### config.mk
export PLATFORM = sky130hd
export DESIGN_NAME = serial_pattern_tx_flat
export DESIGN_NICKNAME = d
export VERILOG_FILES = /design/src/rtl/serial_pattern_tx_if.sv /design/src/rtl/serial_pattern_tx.sv /design/src/flat_wrapper.sv
export SDC_FILE = /design/constraint.sdc
export NUM_CORES = 1
export LEC_CHECK = 0
export BUFFER_PORTS_ARGS = -buffer_cell sky130_fd_sc_hd__buf_2
export CAP_MARGIN = 20
export CORE_MARGIN = 5
export CORE_UTILIZATION = 60
export CTS_CLUSTER_DIAMETER = 40
export CTS_CLUSTER_SIZE = 24
export DETAILED_ROUTE_END_ITERATION = 8
export PLACE_DENSITY = 0.91
export SETUP_SLACK_MARGIN = 0.15
export SYNTH_ARGS = -nofsm -noshare
export SYNTH_HDL_FRONTEND = slang
export SYNTH_SLANG_ARGS = --single-unit
### constraint.sdc
create_clock -name clk -period 7.1 [get_ports clk]
set_input_delay 0.355 -clock clk [delete_from_list [all_inputs] [get_ports clk]]
set_output_delay 0.355 -clock clk [all_outputs]
set_load 0.005 [all_outputs]
### src/rtl/serial_pattern_tx_if.sv
// rtl/serial_pattern_tx_if.sv - request/serial-output bundle for the pattern transmitter
interface serial_pattern_tx_if #(
  parameter int WIDTH = 8,
  parameter int LEN_W = 4,
  parameter int REP_W = 4,
  parameter int GAP_W = 4
);
  logic             start;
  logic [WIDTH-1:0] pattern;
  logic [LEN_W-1:0] len;
  logic [REP_W-1:0] reps;
  logic [GAP_W-1:0] gap;
  logic             abort;
  logic             P1;
  logic             valid;
  logic             busy;
  logic             done;

  modport master (
    output start, pattern, len, reps, gap, abort,
    input  P1, valid, busy, done
  );

  modport slave (
    input  start, pattern, len, reps, gap, abort,
    output P1, valid, busy, done
  );
endinterface

### src/rtl/serial_pattern_tx.sv
// rtl/serial_pattern_tx.sv - MSB-first serial pattern transmitter with repeats, gaps and abort
module serial_pattern_tx #(
  parameter int WIDTH = 8,
  parameter int LEN_W = 4,
  parameter int REP_W = 4,
  parameter int GAP_W = 4
) (
  input  logic              clk,
  input  logic              rst,
  serial_pattern_tx_if.slave bus
);

  typedef enum logic [1:0] {S_IDLE, S_SHIFT, S_GAP} state_t;

  state_t           state_q, state_d;
  logic [WIDTH-1:0] pat_q, pat_d;
  logic [LEN_W-1:0] len_q, len_d;
  logic [LEN_W-1:0] idx_q, idx_d;
  logic [REP_W-1:0] rep_q, rep_d;
  logic [GAP_W-1:0] gap_q, gap_d;
  logic [GAP_W-1:0] gcnt_q, gcnt_d;
  logic             p1_q, p1_d;
  logic             valid_q, valid_d;
  logic             busy_q, busy_d;
  logic             done_q, done_d;
  logic             fin;
  logic [LEN_W-1:0] len_clamp;
  logic [WIDTH-1:0] src;

  assign len_clamp = (bus.len > LEN_W'(WIDTH)) ? LEN_W'(WIDTH) : bus.len;

  always_ff @(posedge clk) begin
    if (rst) begin
      state_q <= S_IDLE;
      pat_q   <= '0;
      len_q   <= '0;
      idx_q   <= '0;
      rep_q   <= '0;
      gap_q   <= '0;
      gcnt_q  <= '0;
      p1_q    <= 1'b0;
      valid_q <= 1'b0;
      busy_q  <= 1'b0;
      done_q  <= 1'b0;
    end else begin
      state_q <= state_d;
      pat_q   <= pat_d;
      len_q   <= len_d;
      idx_q   <= idx_d;
      rep_q   <= rep_d;
      gap_q   <= gap_d;
      gcnt_q  <= gcnt_d;
      p1_q    <= p1_d;
      valid_q <= valid_d;
      busy_q  <= busy_d;
      done_q  <= done_d;
    end
  end

  // rep_q counts repetitions still to go after the current one, so it never decrements past zero.
  always_comb begin
    state_d = state_q;
    pat_d   = pat_q;
    len_d   = len_q;
    idx_d   = idx_q;
    rep_d   = rep_q;
    gap_d   = gap_q;
    gcnt_d  = gcnt_q;
    fin     = 1'b0;
    case (state_q)
      S_IDLE: begin
        if (bus.start && (bus.len != '0)) begin
          state_d = S_SHIFT;
          pat_d   = bus.pattern;
          len_d   = len_clamp;
          idx_d   = len_clamp - 1'b1;
          rep_d   = (bus.reps == '0) ? '0 : bus.reps - 1'b1;
          gap_d   = bus.gap;
        end
      end
      S_SHIFT: begin
        if (bus.abort) begin
          state_d = S_IDLE;
        end else if (idx_q != '0) begin
          idx_d = idx_q - 1'b1;
        end else if (rep_q != '0) begin
          rep_d = rep_q - 1'b1;
          if (gap_q != '0) begin
            state_d = S_GAP;
            gcnt_d  = gap_q - 1'b1;
          end else begin
            idx_d = len_q - 1'b1;
          end
        end else begin
          state_d = S_IDLE;
          fin     = 1'b1;
        end
      end
      S_GAP: begin
        if (bus.abort) begin
          state_d = S_IDLE;
        end else if (gcnt_q != '0) begin
          gcnt_d = gcnt_q - 1'b1;
        end else begin
          state_d = S_SHIFT;
          idx_d   = len_q - 1'b1;
        end
      end
      default: state_d = S_IDLE;
    endcase
  end

  // Outputs are derived from the next state so they appear registered on the same edge.
  always_comb begin
    src     = (state_q == S_IDLE) ? bus.pattern : pat_q;
    valid_d = (state_d == S_SHIFT);
    busy_d  = (state_d != S_IDLE);
    done_d  = fin;
    p1_d    = valid_d & (|(src & (WIDTH'(1) << idx_d)));
  end

  assign bus.P1    = p1_q;
  assign bus.valid = valid_q;
  assign bus.busy  = busy_q;
  assign bus.done  = done_q;

endmodule

### src/flat_wrapper.sv
// flat-port wrapper written by rule: the top's interface ports become plain ports
module serial_pattern_tx_flat 
#(
  parameter int WIDTH = 8,
  parameter int LEN_W = 4,
  parameter int REP_W = 4,
  parameter int GAP_W = 4
)
  (clk, rst, bus_start, bus_pattern, bus_len, bus_reps, bus_gap, bus_abort, bus_P1, bus_valid, bus_busy, bus_done);
  serial_pattern_tx_if #(.WIDTH(WIDTH), .LEN_W(LEN_W), .REP_W(REP_W), .GAP_W(GAP_W)) bus_i ();
  input  logic clk;
  input  logic rst;
  input wire logic [$bits(bus_i.start)-1:0] bus_start;
  input wire logic [$bits(bus_i.pattern)-1:0] bus_pattern;
  input wire logic [$bits(bus_i.len)-1:0] bus_len;
  input wire logic [$bits(bus_i.reps)-1:0] bus_reps;
  input wire logic [$bits(bus_i.gap)-1:0] bus_gap;
  input wire logic [$bits(bus_i.abort)-1:0] bus_abort;
  output wire logic [$bits(bus_i.P1)-1:0] bus_P1;
  output wire logic [$bits(bus_i.valid)-1:0] bus_valid;
  output wire logic [$bits(bus_i.busy)-1:0] bus_busy;
  output wire logic [$bits(bus_i.done)-1:0] bus_done;
  assign bus_i.start = bus_start;
  assign bus_i.pattern = bus_pattern;
  assign bus_i.len = bus_len;
  assign bus_i.reps = bus_reps;
  assign bus_i.gap = bus_gap;
  assign bus_i.abort = bus_abort;
  assign bus_P1 = bus_i.P1;
  assign bus_valid = bus_i.valid;
  assign bus_busy = bus_i.busy;
  assign bus_done = bus_i.done;
  serial_pattern_tx #(.WIDTH(WIDTH), .LEN_W(LEN_W), .REP_W(REP_W), .GAP_W(GAP_W)) u_core (.clk(clk), .rst(rst), .bus(bus_i));
endmodule
==> metrics, run 1 <==
outcome=complete, no violations; DR pass1 iterations=4; first-pass GRT wire length=7686 µm; Seq cells post-synth=34; Root Driver=clkbuf_4; H-tree depth=2; n_diodes=0; WP data arrival=between 3000 and 4000 ps; initial antenna violation count=0; Via density=5.960; RR Endpoint=u_core.bus.P1; Die H=around 69 µm; Final Hold Viols=0; setup TNS=0 ps; largest net degree at the start of global routing=33; post-layout min period=slightly below 3000 ps; largest area contributor in the netlist=dfxtp_1; share of the synthesized area in the top cell type=between 30% and 40%; area of the multi-input gates=~1300 µm²; CTS tree=done; Vias=between 1500 and 2000; CP peak stage delay=approximately 590 ps; routability cong.=~0.88; instance count on the critical path=7; Distinct cells, synth=54; PortBufs=27; Routed Antenna Nets=0; dpl hpwl=approximately 3500 µm; total CTS buffers=5; Syn Nets=around 290; Power Density=214.5 nW/µm²; PostCTS Resize Cnt=0; startpoint types=flip-flop; worst-path cell chain=nand2b_1 -> or3_4 -> nor4b_4 -> nor4_4 -> mux4_1 -> mux2_2 -> a32o_1; cell count after synthesis=roughly 260; Req. time, crit path=about 7300 ps; Initial Utilization=around 62%; Remaining DRCs=0; Worst Hold End=u_core.gap_q[2]; CP Capture Type=flip-flop; Clock transition at path regs=110 ps; register area share after synthesis=about 33%; Reg area=roughly 680 µm²; Worst VDD drop=0.0001744 V; routed len/inst=approximately 14 µm; syn avg cell area=8.036 µm²; CP top delay family=simple AND/OR/NAND/NOR gates; vias in the first global route=between 1500 and 2000; Routed WL=about 4700 µm; Layout Utilization=between 60% and 70%; 1st-iter DRT viols=between 90 and 100; Relative slew margins=40.07%; Sink Count=34; flop2flop setup slack=a little over 4000 ps; IO Count=28; total power=between 400 and 500 µW; Clock Path Buffers=2; most frequent cells after synthesis=nand2_1 (38), dfxtp_1 (34), a21oi_1 (24), nor2_1 (21), clkbuf_1 (12); Reg-to-Reg Start=u_core.state_q[1]; most common cell in the netlist=nand2_1; All-Layer GR Usage=21.70%; Synth warnings=0; Synth Flop Type=dfxtp_1; main area contributors after synthesis=dfxtp_1 (33%), nand2_1 (6.9%), a21oi_1 (5.8%); setup bufs post-CTS=0; CP max FO=14; Final period util=41.72%; Mapped Area=between 2000 and 2500 µm²; actual slew at the worst max-slew pin=roughly 900 ps; # hold bufs at CTS=0; Leak Pwr=a little under 0.9 nW; hold path cells=3; GRT overflow=0; setup violators final=0; number of max-cap violations=0; Core Region=roughly 3300 µm²; FP Rows=21; EDFF count, synth=0; FMAX=between 300 and 400 MHz; worst hold slack=roughly 240 ps; Post-layout nets=just over 300; area delta synth->final=10.44%; Hold Startpoint=bus_gap[2]; R2R depth=7; chip width=68.78 µm; FFs w/ async S/R, synth=0%; die area=roughly 4700 µm²; clk_lat worst skew=350 ps; unrepaired setup endpoints after global routing=false; Slew Limit Fails=0; Layout fillers=about 290; CP Buf/Inv Count=0; hold crit path type=primary input to flip-flop; Slowest cell on crit path=dfxtp_1; share of cells above drive strength 1=17.92%; WS Path Type=flip-flop to flip-flop; clk_skew=~11 ps
==> cells by family after synthesis <==
kind of cell | synth area share, %
fa+ha+maj | 3.018
buf+inv | 4.224
simple gates | 29.63
compound gates | 22.21
flops | 32.83
mux | 5.975
xor+xnor | 2.112
==> cell type report <==
| type | count | share of cell area (%) |
|---|---|---|
| clock buffers | 5 | 1.639 |
| clock inverters | 3 | 1.749 |
| inverters | 9 | 1.475 |
| multi-input cells | 201 | 56.99 |
| flip-flops and latches | 34 | 29.73 |
| well taps | 46 | 2.514 |
| repair buffers | 27 | 5.902 |
==> registers in the layout, indices dropped and copies added (netlist names) <==
register / count
u_core.pat_q: 8
u_core.gap_q: 4
u_core.gcnt_q: 4
u_core.idx_q: 4
u_core.len_q: 4
u_core.rep_q: 4
u_core.state_q: 2
u_core.bus.P1: 1
u_core.bus.busy: 1
u_core.bus.done: 1
u_core.bus.valid: 1
==> routing by layer <==
metal,GRT usage [%],up-vias,part of all wire (%)
met2,32.30,74,43
met3,6.483,10,7.5
met1,29.74,875,47
li1,-,978,-
met4,7.543,0,1.7
met5,0,-,0
==> power breakdown <==
group | switching, mW | total (mW) | internal (mW)
Clock | 0.0684 | 0.141 | 0.0729
Combinational | 0.0749 | 0.131 | 0.0564
Sequential | 0.0141 | 0.219 | 0.204
Total | 0.157 | 0.491 | 0.334
==> worst reg2reg max path, delay by kind of cell, from the launching register on <==
family             cells  cell delay [ps]
and+or+nand+nor        4             1420
muxes                  2              640
DFF                    1              590
AOI/OAI and AO/OA      1              210
==> stage by stage <==
step | area, µm² | worst slack (ps) | cells
after floorplan | 2073 | 4506 | 258
after CTS | 2290 | 4173 | 325
final | 2290 | 4138 | 325
after detailed placement | 2212 | 4227 | 317
after global placement | 2212 | 4316 | 317
after global routing | 2290 | 3952 | 325
==> worst max path at each step <==
| stage | slack, ps | startpoint | to |
|---|---|---|---|
| final | 4140 | u_core.state_q[1] | u_core.bus.P1 |
| after global routing | 3950 | u_core.state_q[1] | u_core.bus.P1 |
| after CTS | 4170 | u_core.state_q[1] | u_core.bus.P1 |
| after detailed placement | 4230 | u_core.state_q[1] | u_core.bus.P1 |
| after global placement | 4320 | u_core.state_q[1] | u_core.bus.P1 |
| after floorplan | 4510 | u_core.gcnt_q[1] | u_core.bus.P1 |
==> layout by cell type, fill, tap and decap left out, drive strengths merged, types with 6 or more instances in the layout <==
master  synthesis  layout
nor2           21      21
or3             6       6
inv             9       9
a21oi          25      25
dfxtp          34      34
nand3           7       7
o21ai           8       8
mux2i           6       6
nand2          38      38
nor3           10      10
a31oi           8       8
buf             2      27
No activity file was read; power rests on OpenSTA's default activity.
==> run 2, diff against run 1 <==
- CORE_UTILIZATION: 60 -> 52
- PLACE_DENSITY: 0.91 -> 0.84
- clock period: 7.1 -> 2.69 ns (I/O delays scaled with it)
==> run 2 against run 1 <==
Design area up 11%; cell count up 9.2%; sequential power rose to 2.6 times the previous value; largest cell class unchanged; critical path depth up 3; clock power rose to 2.8 times the previous value; worst setup slack worse by 4100 ps; register-to-register slack worse by 4100 ps; global-route usage up 0.89 points; combinational power rose to 3.5 times the previous value; total power rose to 2.9 times the previous value.
==> metrics, run 2 (synthesis gave the netlist of run 1 again) <==
Logic pwr share=32.2% (was 26.7%); n_diodes=0 (unchanged); metal3 WL=428 µm (was 352 µm); CP top delay family=simple AND/OR/NAND/NOR gates (unchanged); Top reg by flops=u_core.pat_q (unchanged); Die H=73.14 µm (was 68.78 µm); 1st-iter DRT viols=227 (was 91); Final period util=97.39% (was 41.72%); flop2flop setup slack=70 ps (was 4140 ps); Routed WL=5678 µm (was 4708 µm); share of cells above drive strength 1=27.87% (was 17.92%); R2R depth=10 (was 7); Power Density=557.6 nW/µm² (was 214.5 nW/µm²); Layout fillers=318 (was 288); routed length on met1=2371 µm (was 2227 µm); FP Rows=23 (was 21); Placed Area=2345 µm² (was 2212 µm²); Slowest cell on crit path=or3b_4 (was dfxtp_1); Psw=452.4 µW (was 157.4 µW); GRT overflow=0 (unchanged); chip width=73.14 µm (was 68.78 µm); hold path cells=3 (unchanged); Clock transition at path regs=70 ps (was 110 ps); post-layout min period=2620 ps (was 2962 ps); Clock Path Buffers=2 (unchanged); CP Buf/Inv Count=2 (was 0); max reg flops=8 (unchanged); Setup WS pre-CTS=-42.28 ps (was 4227 ps); Post-Layout Inst Area=2536 µm² (was 2290 µm²); Slew Limit Fails=0 (unchanged); Int Pwr=961.9 µW (was 333.7 µW); outcome=complete, no violations (unchanged); Sink Count=34 (unchanged); WS Path Type=flip-flop to flip-flop (unchanged); met2 routed WL=2720 µm (was 2045 µm); All-Layer GR Usage=22.59% (was 21.70%); DR pass1 iterations=4 (unchanged); startpoint types=flip-flop (unchanged); Routed Antenna Nets=0 (unchanged); clk_skew=6.218 ps (was 11.17 ps); FMAX=381.7 MHz (was 337.6 MHz); clock network power share=27.5% (was 28.8%); Initial Utilization=52.59% (was 62.13%); total CTS buffers=5 (unchanged); Req. time, crit path=2870 ps (was 7340 ps); Root Driver=clkbuf_8 (was clkbuf_4); Via density=6.059 (was 5.960); PortBufs=27 (unchanged); routed len/inst=15.99 µm (was 14.49 µm); CP Capture Type=flip-flop (unchanged); Core Region=3943 µm² (was 3337 µm²); top sig layer=met4 (unchanged); Leak Pwr=1.032 nW (was 0.8943 nW); Worst VDD drop=0.0003306 V (was 0.0001744 V); Post-layout nets=333 (was 307); initial antenna violation count=0 (unchanged); WP data arrival=2800 ps (was 3210 ps); Net Sw Frac=31.99% (was 32.05%); Remaining DRCs=0 (unchanged); most frequent cells in the layout=nand2_1 (38), dfxtp_1 (29), buf_2 (27), buf_4 (26), a21oi_1 (24) (was nand2_1 (38), dfxtp_1 (34), buf_2 (27), a21oi_1 (24), nor2_1 (21)); CTS tree=done (unchanged); Seq pwr share=40.4% (was 44.5%); unrepaired setup endpoints after global routing=true (was false); instance count on the critical path=10 (was 7); Final Hold Viols=0 (unchanged); setup violators final=0 (unchanged); most common cell after layout, fill and taps aside=nand2_1 (unchanged); clk_lat worst skew=290 ps (was 350 ps); vias in the first global route=2030 (was 1695); H-tree depth=2 (unchanged); Vias=2151 (was 1937); area delta synth->final=22.33% (was 10.44%); first-pass GRT wire length=9404 µm (was 7686 µm); hold crit path type=primary input to flip-flop (unchanged); setup ws final=70.33 ps (was 4138 ps); number of max-cap violations=0 (unchanged); CP peak stage delay=430 ps (was 590 ps); largest net degree at the start of global routing=33 (unchanged); worst-path cell chain=inv_1 -> ha_1 -> or3b_4 -> nand3_1 -> a31oi_2 -> nor4_4 -> buf_4 -> mux4_2 -> mux2_4 -> a32o_1 (was nand2b_1 -> or3_4 -> nor4b_4 -> nor4_4 -> mux4_1 -> mux2_2 -> a32o_1); CP max FO=5 (was 14); actual slew at the worst max-slew pin=592.0 ps (was 895.6 ps); Relative slew margins=60.53% (was 40.07%); dpl hpwl=3840 µm (was 3487 µm); routability cong.=0.9137 (was 0.8783); die area=5349 µm² (was 4731 µm²); IO Count=28 (unchanged)
[run 2: cell types whose count changed in the layout (fill, tap and decap cells not counted), sizes merged]
cell    previous run  this run
clkinv             2         1
bufinv             1         0
buf               27        53
clkbuf             5         7
[run 2: area by class of cell]
type	instances	area (µm²)	share of cell area (%)
clock buffer	7	86.33	3.404
clock inverter	1	5.005	0.1973
inverter	9	33.78	1.332
multi-input combinational	201	1331	52.49
sequential	34	686.9	27.08
tap	50	62.56	2.467
timing repair buffer	53	330.3	13.02
[run 2: power groups by stage]
| stage | logic [mW] | registers [mW] | clock network [mW] |
|---|---|---|---|
| after global routing | 0.495 | 0.575 | 0.418 |
| after detailed placement | 0.394 | 0.578 | 0 |
| after floorplan | 0.268 | 0.575 | 0 |
| final | 0.455 | 0.571 | 0.388 |
| after CTS | 0.419 | 0.567 | 0.394 |
| after global placement | 0.382 | 0.576 | 0 |
[run 2: worst paths after layout]
check	endpoint	startpoint
worst max-delay path	u_core.bus.P1	u_core.rep_q[0]
worst min-delay path	u_core.gap_q[1]	bus_gap[1]
worst max register to register	u_core.bus.P1	u_core.rep_q[0]
worst min register to register	u_core.pat_q[0]	u_core.pat_q[0]
[run 2: metrics by stage]
step | power (mW) | cells | utilization [%] | hold slack (ps) | setup TNS (ps)
3_3_place_gp | 0.9577 | 338 | 59.47 | 378.7 | 0
2_1_floorplan | 0.8436 | 258 | - | 220.4 | 0
5_1_grt | 1.487 | 355 | 64.33 | 87.18 | -64.88
3_5_place_dp | 0.9719 | 338 | 59.47 | 386.3 | -42.28
6_report | 1.414 | 355 | 64.33 | 74.69 | 0
4_1_cts | 1.380 | 352 | 63.38 | 71.37 | 0
[run 2: what timing repair did]
action / in CTS / in global routing
setup endpoints to repair: 1 / 5
hold buffers: 0 / 0
gates resized for setup: 9 / 4
setup buffers: 6 / 3
pin swaps: 6 / 3
[run 2: worst register-to-register path, stage by stage, from the launching register on]
cell and delay (ps):
dfxtp_2 330, inv_1 60, ha_1 190, or3b_4 430
nand3_1 140, a31oi_2 140, nor4_4 280, buf_4 180
mux4_2 300, mux2_4 270, a32o_1 200
[run 2: per-layer routing]
metal	global-route usage (%)	up-vias
li1	-	1031
met1	29.04	1006
met2	35.35	97
met3	5.785	17
met4	10.25	0
met5	0	-
